## src/rtl/qdec_pkg.sv

```systemverilog
// Quadrature decoder shared definitions.
//  - PH_xx      : encoder phase constants, written as {A,B}
//  - step_t     : result of comparing two consecutive phases
//  - decode_step: classifies a phase transition as none / up / down / illegal
package qdec_pkg;

   localparam logic [1:0] PH_00 = 2'b00;
   localparam logic [1:0] PH_10 = 2'b10;
   localparam logic [1:0] PH_11 = 2'b11;
   localparam logic [1:0] PH_01 = 2'b01;

   typedef enum logic [1:0] {
      STEP_NONE,
      STEP_UP,
      STEP_DN,
      STEP_ERR
   } step_t;

   // Forward rotation walks 00 -> 10 -> 11 -> 01 -> 00. Any single-bit change
   // that is not the forward successor must be the reverse one.
   function automatic step_t decode_step(input logic [1:0] prev, input logic [1:0] cur);
      step_t      s;
      logic [1:0] fwd;
      s = STEP_NONE;
      case (prev)
         PH_00:   fwd = PH_10;
         PH_10:   fwd = PH_11;
         PH_11:   fwd = PH_01;
         default: fwd = PH_00;
      endcase
      if (prev != cur) begin
         if ((prev ^ cur) == 2'b11) s = STEP_ERR;
         else if (cur == fwd)       s = STEP_UP;
         else                       s = STEP_DN;
      end
      return s;
   endfunction

endpackage

```

## src/rtl/qdec_filter.sv

```systemverilog
// One encoder channel: metastability synchroniser followed by a glitch filter.
//  clk    in  system clock
//  rst_n  in  asynchronous reset, active low
//  din    in  raw asynchronous channel input
//  dout   out filtered level; changes only after FILT_LEN consecutive samples
//             disagree with the current filtered value
module qdec_filter #(
   parameter int SYNC_STAGES = 2,
   parameter int FILT_LEN    = 4
) (
   input  logic clk,
   input  logic rst_n,
   input  logic din,
   output logic dout
);

   localparam logic [3:0] CNT_LAST = 4'(FILT_LEN - 1);

   logic [SYNC_STAGES-1:0] sync_q;
   logic [3:0]             cnt_q;
   logic                   sync_out;

   assign sync_out = sync_q[SYNC_STAGES-1];

   always_ff @(posedge clk or negedge rst_n) begin
      if (!rst_n) begin
         sync_q <= '0;
         cnt_q  <= '0;
         dout   <= 1'b0;
      end else begin
         sync_q <= {sync_q[SYNC_STAGES-2:0], din};
         // Any sample agreeing with the filtered value restarts the run, so a
         // pulse shorter than FILT_LEN samples never reaches the toggle.
         if (sync_out == dout) begin
            cnt_q <= '0;
         end else if (cnt_q == CNT_LAST) begin
            dout  <= ~dout;
            cnt_q <= '0;
         end else begin
            cnt_q <= cnt_q + 4'd1;
         end
      end
   end

endmodule

```

## src/rtl/qdec_counter.sv

```systemverilog
// Quadrature decoder and signed position counter (x4 decoding).
//  clk_i      in  system clock
//  reset_n_i  in  asynchronous reset, active low
//  a_i, b_i   in  encoder channels, asynchronous
//  enable_i   in  1 = count, 0 = hold position (phase still tracked)
//  invert_i   in  1 = swap count direction
//  set_i      in  strobe: load set_val_i (wins over a same-cycle step)
//  set_val_i  in  value loaded by set_i
//  err_clr_i  in  strobe: clear err_o (a same-cycle new error wins)
//  pos_o      out position, wraps modulo 2^POS_WIDTH
//  step_o     out 1-cycle pulse per counted edge
//  dir_o      out direction of last counted edge, 1 = up
//  err_o      out sticky illegal-transition flag
module qdec_counter
   import qdec_pkg::*;
#(
   parameter int POS_WIDTH   = 32,
   parameter int SYNC_STAGES = 2,
   parameter int FILT_LEN    = 4
) (
   input  logic                 clk_i,
   input  logic                 reset_n_i,
   input  logic                 a_i,
   input  logic                 b_i,
   input  logic                 enable_i,
   input  logic                 invert_i,
   input  logic                 set_i,
   input  logic [POS_WIDTH-1:0] set_val_i,
   input  logic                 err_clr_i,
   output logic [POS_WIDTH-1:0] pos_o,
   output logic                 step_o,
   output logic                 dir_o,
   output logic                 err_o
);

   localparam logic [POS_WIDTH-1:0] POS_ONE = POS_WIDTH'(1);

   logic       a_filt;
   logic       b_filt;
   logic [1:0] cur_ph;
   logic [1:0] prev_ph;
   logic       valid;
   step_t      step;
   logic       count_up;

   qdec_filter #(.SYNC_STAGES(SYNC_STAGES), .FILT_LEN(FILT_LEN)) u_filt_a (
      .clk   (clk_i),
      .rst_n (reset_n_i),
      .din   (a_i),
      .dout  (a_filt)
   );

   qdec_filter #(.SYNC_STAGES(SYNC_STAGES), .FILT_LEN(FILT_LEN)) u_filt_b (
      .clk   (clk_i),
      .rst_n (reset_n_i),
      .din   (b_i),
      .dout  (b_filt)
   );

   assign cur_ph = {a_filt, b_filt};

   // Until one phase has been captured there is no reference to compare with.
   always_comb begin
      step = STEP_NONE;
      if (valid) step = decode_step(prev_ph, cur_ph);
   end

   assign count_up = (step == STEP_UP) ^ invert_i;

   always_ff @(posedge clk_i or negedge reset_n_i) begin
      if (!reset_n_i) begin
         prev_ph <= PH_00;
         valid   <= 1'b0;
         pos_o   <= '0;
         step_o  <= 1'b0;
         dir_o   <= 1'b0;
         err_o   <= 1'b0;
      end else begin
         // Phase is tracked even while disabled so re-enabling cannot see a
         // stale reference and produce a phantom count.
         prev_ph <= cur_ph;
         valid   <= 1'b1;
         step_o  <= 1'b0;

         if (step == STEP_ERR)  err_o <= 1'b1;
         else if (err_clr_i)    err_o <= 1'b0;

         if (set_i) begin
            pos_o <= set_val_i;
         end else if (enable_i && (step == STEP_UP || step == STEP_DN)) begin
            pos_o  <= count_up ? pos_o + POS_ONE : pos_o - POS_ONE;
            step_o <= 1'b1;
            dir_o  <= count_up;
         end
      end
   end

endmodule

```

## config.mk

```make
export PLATFORM = sky130hd
export DESIGN_NAME = qdec_counter
export DESIGN_NICKNAME = d
export VERILOG_FILES = /design/src/rtl/qdec_pkg.sv /design/src/rtl/qdec_filter.sv /design/src/rtl/qdec_counter.sv
export SDC_FILE = /design/constraint.sdc
export NUM_CORES = 1
export LEC_CHECK = 0
export BUFFER_PORTS_ARGS = -buffer_cell sky130_fd_sc_hd__buf_2
export CORE_MARGIN = 2
export CORE_UTILIZATION = 56
export DETAILED_ROUTE_END_ITERATION = 8
export PLACE_DENSITY = 0.77
export SETUP_SLACK_MARGIN = 0.5
export SLEW_MARGIN = 15
export SYNTH_ARGS = -nofsm -noshare
export SYNTH_HDL_FRONTEND = slang
export SYNTH_SLANG_ARGS = --single-unit
export TNS_END_PERCENT = 1
```

## constraint.sdc

```tcl
create_clock -name clk_i -period 6.4 [get_ports clk_i]
set_input_delay 1.92 -clock clk_i [delete_from_list [all_inputs] [get_ports clk_i]]
set_output_delay 1.92 -clock clk_i [all_outputs]
set_load 0.01 [all_outputs]
```

# Word level (Yosys, flattened, before mapping)
# Index checks and enable logic that the tools add are counted.
[word_totals]
reg_bits = 52
inputBits = 40
out_inout_bits = 35
elab_cells = 60
[op_classes]
n_addsub = 4
n_eq_ne = 12
mux = 17
n_bitwise = 7
n_reduce_logical = 8
[op_table]
columns = ["cell", "n"]
rows = [
  ["2-to-1 mux 32 bit", 3],
  ["adder 32 x 1 -> 32 bit (second input constant)", 1],
  ["subtractor 32 x 1 -> 32 bit (second input constant)", 1],
  ["2-to-1 mux 4 bit", 4],
  ["== test 2 bit (second input constant)", 5],
  ["2-to-1 mux 2 bit", 5],
  ["adder 4 x 1 -> 4 bit (second input constant)", 2],
  ["== test 4 x 2 -> 1 bit (second input constant)", 2],
  ["case mux 2 bit (3 select lines)", 1],
  ["AND reduction 2 bit", 3],
  ["inverter 1 bit", 5],
  ["2-to-1 mux 1 bit", 4],
  ["nonzero test 2 bit", 2],
  ["== test 1 bit", 2],
  ["== test 2 x 1 -> 1 bit (second input constant)", 1],
  ["== test 2 bit", 1],
  ["logical NOT 2 bit", 1],
  ["inequality test 2 bit", 1],
  ["bitwise XOR 2 bit", 1],
  ["logical AND 1 bit", 1],
  ["logical OR 1 bit", 1],
  ["bitwise XOR 1 bit", 1],
]

# Longest topological paths before layout
[depth]
ltp_word = 13
ltp_mapped = 20

# By module
# A second synthesis with hierarchy kept.
[unflattened]
cells_unflattened = 488
hier_area_um2 = 4085.2
[modules_own_cells]
columns = ["mod", "n_inst", "cells_each", "area_per_inst_um2", "seq_area_each_um2"]
rows = [
  ["qdec_counter", 1, 448, 3500.9, 950.9],
  ["qdec_filter at u_filt_b", 1, 20, 304.0, 175.2],
  ["qdec_filter at u_filt_a", 1, 20, 280.3, 175.2],
]

# Worst setup path before layout
# OpenSTA, ideal clock, no wires.
[synth_path]
path_type = "input to register"
startpoint = "in invert_i"
endpoint = "reg pos_o[30]"
setup_ns = 0.124
arrival_time_ns = 5.138
path_slack_ns = 1.138
path_stages = 12
path_cell_list = "xor2_1 clkbuf_1 clkbuf_1 buf_1 xnor2_1 ha_1 or4_2 o21a_1 or4_1 a21oi_1 xnor2_1 o21ai_1"
[synth_between]
elab_chain_cells = 4
[synth_rtl]
columns = ["element", "line_no", "rtl"]
rows = [
  ["start: declaration", "qdec_counter.sv:26", "input logic invert_i,"],
  ["bitwise XOR 1 bit", "qdec_counter.sv:68", "assign count_up = (step == STEP_UP) ^ invert_i;"],
  ["2-to-1 mux 32 bit", "qdec_counter.sv:91", "pos_o <= count_up ? pos_o + POS_ONE : pos_o - POS_ONE;"],
  ["2-to-1 mux 32 bit", "qdec_counter.sv:90", "end else if (enable_i && (step == STEP_UP || step == STEP_DN)) begin"],
  ["2-to-1 mux 32 bit", "qdec_counter.sv:88", "if (set_i) begin"],
  ["end signal: assignment", "qdec_counter.sv:89", "pos_o <= set_val_i;"],
  ["end signal: assignment", "qdec_counter.sv:91", ""],
  ["end: declaration", "qdec_counter.sv:30", "output logic [POS_WIDTH-1:0] pos_o,"],
]
# No other way between the ends. The select of a mux whose other input is x is not followed.
# A chain may end at the register's enable or synchronous reset.

# Worst setup path after layout
[layout_path]
startpoint = "in invert_i"
endpoint = "reg pos_o[26]"
# The elaborated chain is that of the path after synthesis.

==> impl_metrics.json <==
{
  "status": "finished clean",
  "num-fill-cells": 660,
  "wl_per_cell_um": 18.7,
  "io_pins": 75,
  "synthSimpleGateAreaFrac_pct": 29.1,
  "cts_setup_buffers": 0,
  "dr.first_iter.drc_count": 404,
  "gp_congestion": 0.942,
  "grt_max_degree": 53,
  "cp_top_family": "simple AND/OR/NAND/NOR gates",
  "path_buf_inv": 1,
  "ys_seq_area_share_pct": 31.3,
  "cp-start-kind": "input pin",
  "first_pass_iters": 5,
  "dpl_worst_slack_ns": 1.78,
  "holdWs_ns": 0.361,
  "end_kind": "flip-flop",
  "setup_ws_ns": 2.09,
  "via_per_inst": 6.48,
  "worst-r2r-cell-count": 14,
  "wl_mm": 11.9,
  "syn-cell-area_mm2": 0.00416,
  "remaining_drc_errors": 0,
  "hold_start": "u_filt_a.sync_q[0]$_DFF_PN0_",
  "rsz0062_at_grt": "false",
  "muxShareOfSynthArea_pct": 7.36,
  "io_buffers": 74,
  "drtAntennaViolNets": 0,
  "numCtsBuffers": 5,
  "r2r_slack_ns": 2.40,
  "avgSynthCellArea_um2": 8.34,
  "syn_nets": 544,
  "synthAdderAreaFrac_pct": 1.50,
  "cts.sinks": 52,
  "worstMarginPinSlew_ns": 0.961,
  "die_w_um": 90.2,
  "synth.distinct_cells": 64,
  "skew_ns": 0.00865,
  "p_leak_uw": 0.00178,
  "grt_pass1_wl_mm": 19.2,
  "hold_class": "flip-flop to flip-flop",
  "synth_top_family_by_area": "simple AND/OR/NAND/NOR gates",
  "worstSkewPairLatency_ns": 0.31,
  "post-route-min-period_ns": 4.31,
  "synth_edf_count": 0,
  "hold_end": "u_filt_a.sync_q[1]$_DFF_PN0_",
  "drive_gt1_share_pct": 20.6,
  "yosysWarnings": 0,
  "crit_fanout": 6,
  "synthXorXnorAreaFrac_pct": 7.33,
  "cts_tree": "done",
  "fin_crit_sh_pct": 67.3,
  "slowest_delay_ns": 0.65,
  "clock_tree.root_cell": "clkbuf_8",
  "fp-row-count": 31,
  "htreeDepth": 2,
  "clockBufferDepth": 2,
  "ir_drop_mv": 0.209,
  "setup.worst_path.class": "input pin to flip-flop",
  "ys_ff_latch": 52,
  "slew_violations": 0,
  "max_freq_mhz": 232,
  "vias": 4134,
  "synthToLayoutAreaGrowth_pct": 9.44,
  "cp.depth": 10,
  "fin_nets": 583,
  "crit_path_cell_trace": "buf_2 -> xor2_4 -> xnor2_1 -> ha_1 -> or4_2 -> nor3_1 -> o211ai_1 -> a211oi_1 -> xor2_1 -> mux2_2",
  "hold_viol_final": 0,
  "die-area_mm2": 0.00814,
  "core_area_mm2": 0.00721,
  "hold_depth": 0,
  "cap_viol_max_count": 0,
  "synthCells": 499,
  "max-slew-margin-rel_pct": 35.7,
  "synth_flop_cell": "dfrtp_1",
  "initial_utilization_pct": 57.7,
  "dp.final_hpwl_mm": 8.40,
  "crit_required_ns": 6.61,
  "r2r-end": "pos_o[26]$_DFFE_PN0P_",
  "die_y_um": 90.2,
  "grt_use_total_pct": 29.0,
  "finalSetupViolCount": 0,
  "antennaDiodeCount": 0,
  "r2r_start": "u_filt_b.dout$_DFFE_PN0P_",
  "cts_resized": 0,
  "holdBufCountCts": 0,
  "antenna_found_initial": 0,
  "worstPathArrival_ns": 4.52,
  "power.density_mw_per_mm2": 313,
  "overflow": 0,
  "tns_ns": 0,
  "synth_async_sr_flop_share_pct": 100,
  "synth_compound_area_share_pct": 16.2,
  "cp_slowest_cell": "or4_2",
  "clk_pin_slew_worst_paths_ns": 0.10,
  "grt_pass1_vias": 3839
}
-- layout by cell type, fill, tap and decap left out, drive strengths merged, types with 3 or more instances in the layout --
master | netlist | routed
a21o | 4 | 4
mux2i | 16 | 16
nor2 | 40 | 40
nor3 | 21 | 21
o21a | 7 | 7
xnor2 | 20 | 20
xor2 | 14 | 14
a21oi | 23 | 23
o21ai | 26 | 26
mux2 | 13 | 13
or4 | 20 | 20
buf | 12 | 78
ha | 5 | 5
inv | 7 | 8
nand4 | 22 | 22
or3 | 18 | 18
and2 | 5 | 5
nor3b | 6 | 6
a211oi | 3 | 3
or2 | 4 | 4
nand3 | 22 | 22
a22oi | 3 | 3
o31ai | 3 | 3
nor2b | 4 | 4
clkbuf | 33 | 6
nor4 | 9 | 9
nand2b | 5 | 5
nand2 | 35 | 35
dfrtp | 52 | 52
a31oi | 7 | 7
o211ai | 8 | 8
o221ai | 3 | 3
and3 | 4 | 4
-- metrics by stage --
stage                     instance area, um2  power, uW  util (%)  instances
after floorplan                         4160       1010         -        499
after global placement                  4450       1160      61.6        630
after detailed placement                4450       1180      61.6        630
after CTS                               4560       1420      63.2        638
after global routing                    4560       1520      63.2        638
final                                   4560       1430      63.2        638
-- power by group --
part	internal, uW	leakage (uW)	switching, uW
registers	392	0.000632	141
clock network	118	0.0000558	117
logic	258	0.00109	399
-- worst max-delay path by stage --
stage              from               endpoint  slack [ns]
6_report       invert_i  pos_o[26]$_DFFE_PN0P_        2.09
5_1_grt        invert_i  pos_o[28]$_DFFE_PN0P_        1.92
4_1_cts        invert_i  pos_o[26]$_DFFE_PN0P_        2.12
3_5_place_dp   invert_i  pos_o[26]$_DFFE_PN0P_        1.78
3_3_place_gp   invert_i  pos_o[26]$_DFFE_PN0P_        1.77
2_1_floorplan  invert_i  pos_o[30]$_DFFE_PN0P_        1.14
-- synthesized netlist by cell type (3+ instances only) --
cell      instances  area (um2)
inv_1             6        22.5
o21a_1            7        52.6
nand2_1          35         131
mux2_2           12         135
and3_1            3        18.8
or3_1            17         106
o21ai_0          11        55.1
nand4_1          22         138
a31oi_1           7        43.8
nor3b_1           6        45.0
o31ai_1           3        22.5
or4_4             3        33.8
a21oi_1          23         115
xor2_1           14         123
clkbuf_8          3        41.3
a211oi_1          3        22.5
o21ai_1          15        75.1
and2_1            5        31.3
nor2b_1           4        25.0
or4_1            15         113
o211ai_1          8        60.1
xnor2_1          19         166
clkbuf_1         29         109
buf_6             7        78.8
ha_1              5        62.6
nand2b_1          5        31.3
mux2i_1          16         160
a21o_1            4        30.0
nand3_1          22         110
nor4_1            9        56.3
dfrtp_1          52        1300
a22oi_1           3        22.5
o221ai_1          3        26.3
nor3_1           21         105
nor2_1           40         150
-- metal layers --
layer / GRT usage [%] / vias to the layer above / routed length [um]
li1: - / 1921 / -
met1: 38.9 / 1969 / 5030
met2: 48.1 / 211 / 5650
met4: 11.7 / 0 / 426
met5: 0 / - / 0
met3: 3.27 / 33 / 806
-- worst reg2reg max path: stages (launching register included) --
cell and delay [ns]:
dfrtp_1 0.56, mux2i_1 0.23, nand2_1 0.06, o21ai_0 0.07, and2_1 0.18, ha_1 0.39
xor2_4 0.22, xnor2_1 0.10, ha_1 0.25, or4_2 0.65, nor3_1 0.34, o211ai_1 0.14
a211oi_1 0.35, xor2_1 0.11, mux2_2 0.27
-- flip-flops by register name (all words and copies together) (netlist names), 2 cells and up --
name             cells
pos_o               32
u_filt_b.cnt_q       4
u_filt_a.cnt_q       4
u_filt_a.sync_q      2
u_filt_b.sync_q      2
prev_ph              2
-- cell type report --
cell class	count	area, um2	share of cell area [%]
clock inverters	2	38.8	0.851
multi-input cells	394	2590	56.9
well taps	99	124	2.72
flip-flops and latches	52	1300	28.6
inverters	7	26.3	0.577
clock buffers	6	72.6	1.59
repair buffers	78	400	8.79
-- logic make-up (layout without fill, tap and decap cells) --
kind of cell	after synthesis	in the layout
AO/OA/AOI/OAI	103	103
XOR/XNOR	34	34
adder cells (fa/ha/maj)	5	5
buffers and inverters	53	93
flip-flops	52	52
multiplexers	29	29
other	1	1
AND/OR/NAND/NOR	222	222
(Power assumes the default switching activity.)
